===== src/rtl/fmas_seq.sv =====
// fmas_seq: issue/collect sequencer wrapped around the fixed-latency fmas FMA datapath.
//
// It accepts operand triples over a valid/ready handshake and applies the sign
// transforms for FMADD/FMSUB/FNMSUB/FNMADD before they reach fmas. A tagged valid
// shift register tracks each operation through the fmas latency. Results and flags are
// captured into a first-word-fall-through FIFO. Credits keep that FIFO from overflowing,
// because fmas itself cannot stall. Popped flags are ORed into a sticky exception register.
//
// Ports:
//   clk, reset               clock; asynchronous active-low reset
//   in_valid/in_ready        operation handshake; in_op, in_tag, in_x/y/z carry the operation
//   fma_req, fma_x/y/z       request to fmas (combinational from the inputs)
//   fma_rslt, fma_flag       fmas result, valid LAT cycles after the request
//   out_valid/out_ready      result handshake; out_rslt, out_flag, out_tag carry the result
//   fflags, fflags_clr       sticky OR of popped flags, and its clear
//   busy                     any operation in flight or waiting in the FIFO
module fmas_seq #(
  parameter int unsigned DEPTH = 4,
  parameter int unsigned TAG_W = 4,
  parameter int unsigned LAT   = 2
) (
  input  logic             clk,
  input  logic             reset,
  input  logic             in_valid,
  output logic             in_ready,
  input  logic [1:0]       in_op,
  input  logic [TAG_W-1:0] in_tag,
  input  logic [31:0]      in_x,
  input  logic [31:0]      in_y,
  input  logic [31:0]      in_z,
  output logic             fma_req,
  output logic [31:0]      fma_x,
  output logic [31:0]      fma_y,
  output logic [31:0]      fma_z,
  input  logic [31:0]      fma_rslt,
  input  logic [4:0]       fma_flag,
  output logic             out_valid,
  input  logic             out_ready,
  output logic [31:0]      out_rslt,
  output logic [4:0]       out_flag,
  output logic [TAG_W-1:0] out_tag,
  output logic [4:0]       fflags,
  input  logic             fflags_clr,
  output logic             busy
);

  localparam int unsigned PTR_W = (DEPTH > 1) ? $clog2(DEPTH) : 1;
  localparam int unsigned CNT_W = $clog2(DEPTH + 1);
  localparam logic [CNT_W-1:0] CNT_MAX = CNT_W'(DEPTH);
  localparam logic [CNT_W-1:0] CNT_ONE = CNT_W'(1);
  localparam logic [PTR_W-1:0] PTR_ONE = PTR_W'(1);

  logic             issue, pop, wr_en;
  logic [CNT_W-1:0] cnt_q, cnt_d;
  logic [CNT_W-1:0] occ_q, occ_d;
  logic [PTR_W-1:0] wr_ptr_q, rd_ptr_q;
  logic [4:0]       fflags_q, fflags_d;

  logic             pipe_vld_q [LAT];
  logic [TAG_W-1:0] pipe_tag_q [LAT];

  logic [31:0]      rslt_mem [DEPTH];
  logic [4:0]       flag_mem [DEPTH];
  logic [TAG_W-1:0] tag_mem  [DEPTH];

  // ---------------------------------------------------------------------------
  // Issue side
  // ---------------------------------------------------------------------------
  // Ready is held low while reset is asserted, even though the credit count reads 0.
  assign in_ready = reset & (cnt_q < CNT_MAX);
  assign issue    = in_valid & in_ready;
  assign fma_req  = issue;

  // The sign flips are raw bit inversions, so NaN/Inf/zero operands are flipped too.
  assign fma_x = in_x;
  assign fma_y = {in_y[31] ^ in_op[1], in_y[30:0]};
  assign fma_z = {in_z[31] ^ (in_op == 2'b01 || in_op == 2'b10), in_z[30:0]};

  // ---------------------------------------------------------------------------
  // Credits: FIFO occupancy plus operations in flight
  // ---------------------------------------------------------------------------
  always_comb begin
    cnt_d = cnt_q;
    unique case ({issue, pop})
      2'b10:   cnt_d = cnt_q + CNT_ONE;
      2'b01:   cnt_d = cnt_q - CNT_ONE;
      default: cnt_d = cnt_q;
    endcase
  end

  assign busy = (cnt_q != '0);

  // ---------------------------------------------------------------------------
  // Tracking pipeline: advances every cycle, because fmas cannot stall
  // ---------------------------------------------------------------------------
  always_ff @(posedge clk or negedge reset) begin
    if (!reset) begin
      for (int i = 0; i < int'(LAT); i++) begin
        pipe_vld_q[i] <= 1'b0;
        pipe_tag_q[i] <= '0;
      end
    end else begin
      pipe_vld_q[0] <= issue;
      pipe_tag_q[0] <= in_tag;
      for (int i = 1; i < int'(LAT); i++) begin
        pipe_vld_q[i] <= pipe_vld_q[i-1];
        pipe_tag_q[i] <= pipe_tag_q[i-1];
      end
    end
  end

  // The last pipeline stage lines up with the cycle in which fma_rslt and fma_flag are valid.
  assign wr_en = pipe_vld_q[LAT-1];

  // ---------------------------------------------------------------------------
  // Result FIFO (first-word-fall-through, no write-to-read bypass)
  // ---------------------------------------------------------------------------
  assign out_valid = (occ_q != '0);
  assign pop       = out_valid & out_ready;
  assign out_rslt  = rslt_mem[rd_ptr_q];
  assign out_flag  = flag_mem[rd_ptr_q];
  assign out_tag   = tag_mem[rd_ptr_q];

  always_comb begin
    occ_d = occ_q;
    unique case ({wr_en, pop})
      2'b10:   occ_d = occ_q + CNT_ONE;
      2'b01:   occ_d = occ_q - CNT_ONE;
      default: occ_d = occ_q;
    endcase
  end

  // Storage needs no reset; it is only observable while out_valid is set.
  always_ff @(posedge clk) begin
    if (wr_en) begin
      rslt_mem[wr_ptr_q] <= fma_rslt;
      // DZ cannot occur in an FMA, so bit 3 is forced low.
      flag_mem[wr_ptr_q] <= fma_flag & 5'b10111;
      tag_mem[wr_ptr_q]  <= pipe_tag_q[LAT-1];
    end
  end

  // ---------------------------------------------------------------------------
  // Sticky flags
  // ---------------------------------------------------------------------------
  always_comb begin
    fflags_d = fflags_q;
    if (pop) begin
      fflags_d = (fflags_clr ? 5'b00000 : fflags_q) | out_flag;
    end else if (fflags_clr) begin
      fflags_d = 5'b00000;
    end
  end

  assign fflags = fflags_q;

  // ---------------------------------------------------------------------------
  // Control state
  // ---------------------------------------------------------------------------
  always_ff @(posedge clk or negedge reset) begin
    if (!reset) begin
      cnt_q    <= '0;
      occ_q    <= '0;
      wr_ptr_q <= '0;
      rd_ptr_q <= '0;
      fflags_q <= '0;
    end else begin
      cnt_q    <= cnt_d;
      occ_q    <= occ_d;
      fflags_q <= fflags_d;
      // DEPTH is a power of two, so the pointers wrap on their own.
      if (wr_en) wr_ptr_q <= wr_ptr_q + PTR_ONE;
      if (pop)   rd_ptr_q <= rd_ptr_q + PTR_ONE;
    end
  end

endmodule


===== config.mk =====
export PLATFORM = sky130hd
export DESIGN_NAME = fmas_seq
export DESIGN_NICKNAME = d
export VERILOG_FILES = /design/src/rtl/fmas_seq.sv
export SDC_FILE = /design/constraint.sdc
export NUM_CORES = 1
export LEC_CHECK = 0
export CAP_MARGIN = 20
export CELL_PAD_IN_SITES_DETAIL_PLACEMENT = 0
export CELL_PAD_IN_SITES_GLOBAL_PLACEMENT = 1
export CORE_ASPECT_RATIO = 0.75
export CORE_MARGIN = 5
export CORE_UTILIZATION = 36
export CTS_CLUSTER_DIAMETER = 200
export CTS_CLUSTER_SIZE = 20
export DETAILED_ROUTE_END_ITERATION = 8
export PLACE_DENSITY = 0.83
export SLEW_MARGIN = 20
export SYNTH_ARGS = -nofsm -noshare
export SYNTH_HDL_FRONTEND = slang
export SYNTH_SLANG_ARGS = --single-unit

===== constraint.sdc =====
create_clock -name clk -period 2.7 [get_ports clk]
set_input_delay 0.27 -clock clk [delete_from_list [all_inputs] [get_ports clk]]
set_output_delay 0.27 -clock clk [all_outputs]
set_load 0.01 [all_outputs]

==> run summary <==
The run finished with clean final reports. The die outline height is 136 um. The detailed placer's ending HPWL is 9060 um. The final worst clock skew came out at 0.00777 ns. TritonCTS built the clock tree.

The max-slew violation count is 0. The total inserted antenna cells came out at 0. The initial core utilization came out at 0.362.

The worst setup path is captured at an output port. Sorting the synthesized cells by area gives the leading types as sky130_fd_sc_hd__edfxtp_1, sky130_fd_sc_hd__buf_4, sky130_fd_sc_hd__mux4_2. Counting both buffers and inverters, the worst setup path holds a total of 2. The number of synthesized flops with an enable pin is 160. The number of clock buffers inserted by TritonCTS came out at 17. The maximum achievable frequency came out at 0.404 GHz.

The number of sinks on the clock net is 184. The leakage power of the design is 2.97 nW. The largest voltage drop on the vdd net came out at 0.483 mV.

The overall power consumption came out at 8.53 mW. The most used flip-flop cell after synthesis is sky130_fd_sc_hd__edfxtp_1. The largest net degree at the start of global routing is 25. The post-detailed-route count of antenna-violating nets is 0.

The fraction of final layout cells sized beyond drive strength 1 came out at 0.174. STA puts the critical path data required time at 2.43 ns. The first TritonRoute pass finished after 4 iterations. The clock latency reported for the late side of the worst-skew pair is 0.42 ns. The count of endpoints failing setup in the final report came out at 0. In this run the clock root is driven by a sky130_fd_sc_hd__clkbuf_16. The initial antenna violation count came out at 0. Subtracting the final worst setup slack from the clock period gives 2.48 ns. The worst setup path is launched from a flip-flop. The number of nets in the layout came out at 565. In this run, synthesis produced a sequential element count of 184. Setup repair after global routing left no endpoint under its margin. The actual transition at the worst max-transition pin is 0.704 ns. The sequential fraction of the synthesis area is 0.713. The standard-cell row count is 46.

Yosys instantiated no cell more often than sky130_fd_sc_hd__edfxtp_1. Global routing finished with a remaining overflow of 0. By count the netlist is led by sky130_fd_sc_hd__edfxtp_1, sky130_fd_sc_hd__buf_4, sky130_fd_sc_hd__mux4_2. The proportion of netlist area held by the largest area contributor came out at 0.633.

The routed wire length per instance is 19.7 um. The critical path starts at rd_ptr_q[0]. Grouping stages by cell kind, the critical path spends the most delay in buffers and inverters. The sequential cell area came out at 0.00541 mm^2. The first-pass GRT wire length is 21900 um. The largest total area in the synthesized netlist belongs to sky130_fd_sc_hd__edfxtp_1. The count of max-cap constraint violations is 0. For this block, the initial DRC count from the detailed router was 171. Along the worst path, the maximum fanout reaches 23. The final route contains 3346 vias. The post-detailed-route DRC marker count came out at 0.

The core area came out at 0.0210 mm^2. After clock tree synthesis, the repair step resized 0 gates. The total area of multi-input combinational cells is 0.00130 mm^2.

The placer congestion estimate is 0.682. The largest single stage delay on the critical path is 0.64 ns. The number of cell instances on the worst register-to-register path came out at 4.

The post-cts hold buffer count is 0. The count of mapped cells out of synthesis came out at 389. Counting along the longest clock path gives a buffer depth of 2. Of the available clock period, the critical path in the final layout requires 0.917.

The depth of the critical timing path with buffers and inverters included is 3. The slowest cell on the critical path is sky130_fd_sc_hd__mux4_1. The average instance area after synthesis is 19.5 um^2. The floorplan step defined a die boundary enclosing 0.0241 mm^2. The count of unique library cells instantiated by Yosys is 24.

The critical path is of the flip-flop to output port type. Summed over all failing endpoints, the final setup total negative slack is 0 ns. The global-route usage over all layers came out at 0.122. Counting the fill cells in the layout gives 1849. Across all register-to-register paths, the minimum setup slack is 0.86 ns.

Summing every instance area after synthesis gives 0.00759 mm^2. The routed design has 14000 um of wire. The clock transition at the register clock pins on the worst setup and hold paths after CTS is 0.07 ns. The post-CTS setup buffer count came out at 0. Traced cell by cell, the critical path runs through buf_12, mux4_1, clkdlybuf4s50_1. The via count of the first global-routing pass is 3806. The power per standard cell area is 970 mW/mm^2. The worst register-to-register path begins at wr_ptr_q[1]. The remaining max-slew budget at the tightest pin is 0.531.

The total count of hold-check failures in the final report is 0. Data on the critical path arrives at its endpoint at 2.21 ns. For this run, the number of Yosys warnings is 0.

290 I/O pins were placed. The number of buffers added on ports is 98. In this run the worst hold path is classified as input pin to async pin. The die span in x came out at 178 um. Counting flops with an async set or reset pin after synthesis yields a share of 0.130. After detailed routing, the number of vias per cell comes to 4.69. The end of the critical path is out_flag[0].

The H-tree was split into 4 levels. The worst register-to-register path ends at rslt_mem[1][13]. The synthesis-to-layout area growth is 15.9%.
## report_power, final
group / internal, mW / total, mW / switching, mW
clock network: 1.27 / 2.29 / 1.02
logic: 1.51 / 2.64 / 1.14
registers: 3.41 / 3.60 / 0.186
## worst min path at each step
stage	startpoint	endpoint	slack (ns)	cells after the start
final	reset	cnt_q[2]	0.24	2
after global routing	reset	cnt_q[2]	0.27	2
after CTS	reset	pipe_vld_q[1]	0.23	2
after detailed placement	pipe_tag_q[6]	pipe_tag_q[2]	0.34	0
after global placement	pipe_tag_q[4]	pipe_tag_q[0]	0.34	0
after floorplan	reset	cnt_q[0]	-0.03	0
## kinds of logic (layout without fill, tap and decap cells)
kind of cell	after synthesis	count (layout)	share of synthesized area
simple gates	16	16	0.0102
flops	184	184	0.713
mux	42	42	0.126
buf+inv	120	156	0.117
compound gates	6	6	0.00445
other cells	1	2	0.000494
xor+xnor	12	12	0.0139
fa+ha+maj	8	8	0.0152
## metal layers
layer	track usage	wire, um	vias up	part of all wire
li1	-	-	1418	-
met1	0.148	5690	1736	0.40
met2	0.192	6770	138	0.48
met3	0.0552	1230	54	0.087
met4	0.0451	367	0	0.026
met5	0	0	-	0
## through the flow
step | cell area (um^2) | setup WS, ns | std cells | hold WS [ns] | util
after floorplan | 7590 | 0.710 | 390 | -0.0256 | -
after detailed placement | 8260 | 0.516 | 682 | 0.336 | 0.394
after global placement | 8260 | 0.568 | 682 | 0.336 | 0.394
final | 8800 | 0.225 | 714 | 0.245 | 0.420
after CTS | 8800 | 0.177 | 714 | 0.232 | 0.420
after global routing | 8800 | 0.142 | 714 | 0.275 | 0.420
## area by class of cell
type / instances / share of cell area
Clock buffer: 20 / 0.0496
Clock inverter: 12 / 0.0117
Inverter: 14 / 0.00597
Multi-Input combinational cell: 86 / 0.148
Sequential cell: 184 / 0.615
Tap cell: 288 / 0.0410
Timing Repair Buffer: 110 / 0.129
## registers in the layout (all words and copies together) (netlist names)
signal      cells
rslt_mem      128
flag_mem       16
tag_mem        16
pipe_tag_q      8
fflags          4
cnt_q           3
occ_q           3
rd_ptr_q        2
wr_ptr_q        2
pipe_vld_q      1
wr_en           1
## layout by cell type, fill, tap and decap left out, types with 6 or more instances in the layout
| cell type | synthesis | layout |
|---|---|---|
| sky130_fd_sc_hd__mux4_1 | 10 | 10 |
| sky130_fd_sc_hd__mux4_2 | 30 | 30 |
| sky130_fd_sc_hd__clkbuf_16 | 0 | 17 |
| sky130_fd_sc_hd__clkdlybuf4s50_1 | 0 | 98 |
| sky130_fd_sc_hd__xor2_1 | 7 | 7 |
| sky130_fd_sc_hd__nand2_1 | 7 | 7 |
| sky130_fd_sc_hd__inv_1 | 14 | 14 |
| sky130_fd_sc_hd__edfxtp_1 | 160 | 160 |
| sky130_fd_sc_hd__ha_1 | 6 | 6 |
| sky130_fd_sc_hd__buf_4 | 97 | 7 |
| sky130_fd_sc_hd__dfrtp_1 | 24 | 22 |
Power figures use the tool's default switching activity.
